===== src/rtl/ram_copy_engine_if.sv =====
// Control and RAM port-B signals of the copy engine.
// The master modport is the engine side; slave is the control/RAM side.
interface ram_copy_engine_if #(
   parameter int unsigned DATA_WIDTH = 16,
   parameter int unsigned ADDR_WIDTH = 10
);
   logic                  start;
   logic [ADDR_WIDTH-1:0] src_addr;
   logic [ADDR_WIDTH-1:0] dst_addr;
   logic [ADDR_WIDTH-1:0] length;
   logic                  busy;
   logic                  done;
   logic [ADDR_WIDTH-1:0] mem_addr;
   logic [DATA_WIDTH-1:0] mem_data;
   logic                  mem_we;
   logic [DATA_WIDTH-1:0] mem_q;

   modport master (
      input  start, src_addr, dst_addr, length, mem_q,
      output busy, done, mem_addr, mem_data, mem_we
   );

   modport slave (
      output start, src_addr, dst_addr, length, mem_q,
      input  busy, done, mem_addr, mem_data, mem_we
   );
endinterface


===== src/rtl/ram_copy_engine.sv =====
// Serial RAM block copier: read a word, wait for registered read data,
// write it, advance. Ascending order, addresses wrap modulo 2^ADDR_WIDTH.
module ram_copy_engine #(
   parameter int unsigned DATA_WIDTH = 16,
   parameter int unsigned ADDR_WIDTH = 10
) (
   input  logic                clk,
   input  logic                reset,
   ram_copy_engine_if.master   bus
);

   typedef enum logic [2:0] {
      S_IDLE   = 3'd0,
      S_READ   = 3'd1,
      S_WAIT   = 3'd2,
      S_WRITE  = 3'd3,
      S_FINISH = 3'd4
   } state_t;

   state_t                state, state_d;
   logic [ADDR_WIDTH-1:0] src, src_d;
   logic [ADDR_WIDTH-1:0] dst, dst_d;
   logic [ADDR_WIDTH-1:0] remaining, remaining_d;
   logic                  busy_r, busy_d;
   logic                  done_r, done_d;
   logic                  we_r, we_d;
   logic [ADDR_WIDTH-1:0] addr_r, addr_d;
   logic [DATA_WIDTH-1:0] data_r, data_d;

   // State, counters and every output are flops.
   always_ff @(posedge clk) begin
      if (reset) begin
         state     <= S_IDLE;
         src       <= '0;
         dst       <= '0;
         remaining <= '0;
         busy_r    <= 1'b0;
         done_r    <= 1'b0;
         we_r      <= 1'b0;
         addr_r    <= '0;
         data_r    <= '0;
      end else begin
         state     <= state_d;
         src       <= src_d;
         dst       <= dst_d;
         remaining <= remaining_d;
         busy_r    <= busy_d;
         done_r    <= done_d;
         we_r      <= we_d;
         addr_r    <= addr_d;
         data_r    <= data_d;
      end
   end

   // Next state plus next value of each registered output.
   always_comb begin
      state_d     = state;
      src_d       = src;
      dst_d       = dst;
      remaining_d = remaining;
      busy_d      = busy_r;
      done_d      = 1'b0;
      we_d        = 1'b0;
      addr_d      = addr_r;
      data_d      = data_r;

      case (state)
         S_IDLE: begin
            if (bus.start) begin
               src_d       = bus.src_addr;
               dst_d       = bus.dst_addr;
               remaining_d = bus.length;
               if (bus.length == '0) begin
                  state_d = S_FINISH;
                  done_d  = 1'b1;
               end else begin
                  state_d = S_READ;
                  busy_d  = 1'b1;
                  addr_d  = bus.src_addr;
               end
            end
         end
         S_READ: begin
            state_d = S_WAIT;
         end
         S_WAIT: begin
            // Address still held here, so mem_q reflects the source word.
            data_d  = bus.mem_q;
            addr_d  = dst;
            we_d    = 1'b1;
            state_d = S_WRITE;
         end
         S_WRITE: begin
            src_d       = src + ADDR_WIDTH'(1);
            dst_d       = dst + ADDR_WIDTH'(1);
            remaining_d = remaining - ADDR_WIDTH'(1);
            if (remaining == ADDR_WIDTH'(1)) begin
               state_d = S_FINISH;
               done_d  = 1'b1;
               busy_d  = 1'b0;
            end else begin
               state_d = S_READ;
               addr_d  = src + ADDR_WIDTH'(1);
            end
         end
         S_FINISH: begin
            busy_d  = 1'b0;
            state_d = S_IDLE;
         end
         default: begin
            state_d = S_IDLE;
            busy_d  = 1'b0;
         end
      endcase
   end

   assign bus.busy     = busy_r;
   assign bus.done     = done_r;
   assign bus.mem_we   = we_r;
   assign bus.mem_addr = addr_r;
   assign bus.mem_data = data_r;

endmodule

===== src/flat_wrapper.sv =====
// flat-port wrapper written by rule: the top's interface ports become plain ports
module ram_copy_engine_flat 
#(
   parameter int unsigned DATA_WIDTH = 16,
   parameter int unsigned ADDR_WIDTH = 10
)
  (clk, reset, bus_start, bus_src_addr, bus_dst_addr, bus_length, bus_mem_q, bus_busy, bus_done, bus_mem_addr, bus_mem_data, bus_mem_we);
  ram_copy_engine_if #(.DATA_WIDTH(DATA_WIDTH), .ADDR_WIDTH(ADDR_WIDTH)) bus_i ();
  input  logic clk;
  input  logic reset;
  input wire logic [$bits(bus_i.start)-1:0] bus_start;
  input wire logic [$bits(bus_i.src_addr)-1:0] bus_src_addr;
  input wire logic [$bits(bus_i.dst_addr)-1:0] bus_dst_addr;
  input wire logic [$bits(bus_i.length)-1:0] bus_length;
  input wire logic [$bits(bus_i.mem_q)-1:0] bus_mem_q;
  output wire logic [$bits(bus_i.busy)-1:0] bus_busy;
  output wire logic [$bits(bus_i.done)-1:0] bus_done;
  output wire logic [$bits(bus_i.mem_addr)-1:0] bus_mem_addr;
  output wire logic [$bits(bus_i.mem_data)-1:0] bus_mem_data;
  output wire logic [$bits(bus_i.mem_we)-1:0] bus_mem_we;
  assign bus_i.start = bus_start;
  assign bus_i.src_addr = bus_src_addr;
  assign bus_i.dst_addr = bus_dst_addr;
  assign bus_i.length = bus_length;
  assign bus_i.mem_q = bus_mem_q;
  assign bus_busy = bus_i.busy;
  assign bus_done = bus_i.done;
  assign bus_mem_addr = bus_i.mem_addr;
  assign bus_mem_data = bus_i.mem_data;
  assign bus_mem_we = bus_i.mem_we;
  ram_copy_engine #(.DATA_WIDTH(DATA_WIDTH), .ADDR_WIDTH(ADDR_WIDTH)) u_core (.clk(clk), .reset(reset), .bus(bus_i));
endmodule

===== config.mk =====
export PLATFORM = sky130hd
export DESIGN_NAME = ram_copy_engine_flat
export DESIGN_NICKNAME = d
export VERILOG_FILES = /design/src/rtl/ram_copy_engine_if.sv /design/src/rtl/ram_copy_engine.sv /design/src/flat_wrapper.sv
export SDC_FILE = /design/constraint.sdc
export NUM_CORES = 1
export LEC_CHECK = 0
export CORE_MARGIN = 10
export CORE_UTILIZATION = 28
export DETAILED_ROUTE_END_ITERATION = 10
export DONT_BUFFER_PORTS = 1
export GPL_TIMING_DRIVEN = 0
export MAX_ROUTING_LAYER = met4
export SLEW_MARGIN = 20
export SYNTH_ARGS = -nofsm -noshare
export SYNTH_HDL_FRONTEND = slang
export SYNTH_SLANG_ARGS = --single-unit

===== constraint.sdc =====
create_clock -name clk -period 2.9 [get_ports clk]
set_input_delay 0.29 -clock clk [delete_from_list [all_inputs] [get_ports clk]]
set_output_delay 0.29 -clock clk [all_outputs]
set_load 0.03 [all_outputs]

==> run_results.csv <==
group,metric,value,unit
status,status,"completed",
global_routing,overflow,0,
worst_setup_path,worst-path-buf-inv,2,
finish,diodes,0,
timing,rsz0062_at_grt,"no",
synthesis,ys_types,57,
clock_tree,postCtsSetupBuffers,0,
placed_design,gp_congestion,0.925,
worst_setup_path,cp.arrival,2.51,ns
synthesis,syn_area,3200,sq um
worst_setup_path,cp_slowest_stage_delay,0.82,ns
global_routing,globalRoute.busiestLayer,"met2",
clock_tree,cts_tree,"done",
worst_setup_path,path_max_fanout,10,
global_routing,grt_util_all_layers,0.135,
finish,num-fill-cells,1210,
global_routing,grtUsageMet2,0.217,
synthesis,synth_seq_cells,62,
synthesis,syn-num-nets,457,
clock_tree,clk_pin_slew,0.06,ns
drt,post_drt_wl_per_cell,19.5,um
synthesis,ys_warn_count,0,
timing,setup_violations,0,
finish,finish.cell_count_without_fillers,560,
drt,vias_per_cell,5.74,
drt,initialDrtViolationCount,227,
timing,max-slew-margin-rel,0.355,
placed_design,post-place-cells,544,
clock_tree,root_buffer,"clkbuf_16",
clock_tree,ctsResizeCount,0,
synthesis,synthFlopType,"dfxtp_1",
finish,mostFrequentLayoutCells,"dfxtp_1 (62), nand2_1 (56), a21oi_1 (42), clkbuf_1 (28), nor2_1 (26)",
synthesis,syn_inst,404,
floorplan,die_area,16100,sq um
global_routing,use_met3,0.0541,
worst_setup_path,cp.required,3.14,ns
clock_tree,cts_buffer_depth,2,
finish,final_util,0.335,
drt,vias,3216,
timing,period_minus_slack,2.27,ns
run,maxCapViolCount,0,
placed_design,place_area,3370,sq um
timing,fmax,0.440,GHz
floorplan,rows,38,
worst_setup_path,critPathLaunchType,"flop",
worst_setup_path,path_delay_family,"simple AND/OR/NAND/NOR gates",
global_routing,antenna_found_initial,0,
worst_setup_path,cpMaxStageDelayCell,"nor4b_2",
finish,nets,468,
synthesis,async_flop_share,0,
drt,wirelength,10900,um
hold_path,hp-class,"in2reg",
floorplan,initial_utilization,0.290,
floorplan,die_y,127,um
floorplan,fp.coreArea,11000,sq um
drt,antenna_left,0,
worst_setup_path,worstPathCellList,"buf_2 > nor4b_2 > clkbuf_1 > nand2_1 > a311oi_1",
timing,worst_pin_slew,0.959,ns
worst_setup_path,crit_path_end_kind,"flop",
global_routing,use_met1,0.145,
finish,drive_above_1_share,0.0714,
pwr,cellLeakagePower,1.21,nW
global_routing,grt_max_degree,13,
clock_tree,cts.sinks,62,
floorplan,io_pins,78,
finish,final_common_cell,"dfxtp_1",
finish,fin_area,3700,sq um
timing,fin_tns_setup,0,ns
drt,drc,0,
worst_setup_path,r2r_setup_slack,0.63,ns
clock_tree,insertion_delay,0.34,ns
worst_setup_path,path_class,"reg2reg",
global_routing,grt_pass1_vias,3040,
placed_design,port_buffers,0,
synthesis,avgSynthCellArea,7.92,sq um
timing,clock_skew,0.0113,ns
pwr,peakVddDrop,0.357,mV
synthesis,synth-edff-count,0,
pwr,power_density,965,nW/um^2
global_routing,grt_pass1_wl,16800,um
timing,final_max_slew_viol_count,0,
timing,post-route-period-util,0.783,
placed_design,hpwlAfterDp,8120,um
clock_tree,cts_buffers,9,
clock_tree,holdBufCountCts,0,
synthesis,ys_seq_area_frac,0.388,
floorplan,dieWidth,127,um
clock_tree,h-tree-depth,3,
finish,syn_to_final_growth,15.6,%
drt,drt-pass1-iter-count,5,
timing,hold_violations,0,
## per-layer routing
| metal | wire length, um | share of wire |
|---|---|---|
| met1 | 4280 | 0.39 |
| met2 | 5300 | 0.48 |
| met3 | 1080 | 0.099 |
| met4 | 281 | 0.026 |
| met5 | 0 | 0 |
## cell type report
type / instances / area [sq um] / share of cell area
well taps: 140 / 175 / 0.0474
clock buffers: 9 / 225 / 0.0609
flip-flops and latches: 62 / 1240 / 0.336
inverters: 8 / 30.0 / 0.00812
plain buffers: 34 / 134 / 0.0362
multi-input cells: 300 / 1790 / 0.485
clock inverters: 7 / 97.6 / 0.0264
## state kept, by name (all words and copies together) (netlist names)
signal / cells
u_core.remaining: 10
u_core.src: 10
u_core.dst: 10
u_core.bus.mem_addr: 10
u_core.bus.mem_data: 16
u_core.bus.done: 1
u_core.state: 3
u_core.bus.busy: 1
u_core.bus.mem_we: 1
## logic make-up (layout without fill, tap and decap cells)
logic type               Yosys count  count (layout)  synth area share
AO/OA/AOI/OAI                    125             125             0.265
XOR/XNOR                           4               4            0.0110
adder cells (fa/ha/maj)            4               4            0.0156
buffers and inverters             42              58            0.0512
flip-flops                        62              62             0.388
multiplexers                       3               3            0.0102
AND/OR/NAND/NOR                  164             164             0.259
## cells in the mapped netlist (8+ instances only)
cell type	count	share of area
nand2_1	56	0.066
dfxtp_1	62	0.39
nand3_1	14	0.022
a311oi_1	8	0.022
nor3_1	16	0.025
clkbuf_1	28	0.033
nor2_1	26	0.031
inv_1	8	0.0094
o21ai_0	21	0.033
a21oi_1	42	0.066
a31oi_1	11	0.022
nor4_1	9	0.018
## through the flow
stage	hold WS [ns]	setup slack (ns)	total power, mW
after global placement	0.430	0.648	2.37
after CTS	0.0877	0.613	3.57
after global routing	0.0927	0.413	3.76
final	0.0901	0.629	3.57
after detailed placement	0.433	0.653	2.40
after floorplan	0.426	0.995	2.09
## power breakdown
| part | switching (mW) | internal [mW] | leakage (nW) |
|---|---|---|---|
| Combinational | 0.647 | 0.354 | 0.552 |
| Sequential | 0.354 | 1.04 | 0.508 |
| Clock | 0.421 | 0.755 | 0.152 |
| Total | 1.42 | 2.15 | 1.21 |
## worst paths after layout
path | start | to | cells after the start
hold / removal | bus_mem_q[12] | u_core.bus.mem_data[12]$_SDFFE_PP0N_ | 2
hold reg to reg | u_core.remaining[6]$_SDFFE_PP0P_ | u_core.remaining[6]$_SDFFE_PP0P_ | 2
setup reg to reg | u_core.state[2]$_SDFFE_PP0N_ | u_core.src[1]$_SDFFE_PP0P_ | 5
setup / recovery | u_core.state[2]$_SDFFE_PP0N_ | u_core.src[1]$_SDFFE_PP0P_ | 5
(Power assumes the default switching activity.)
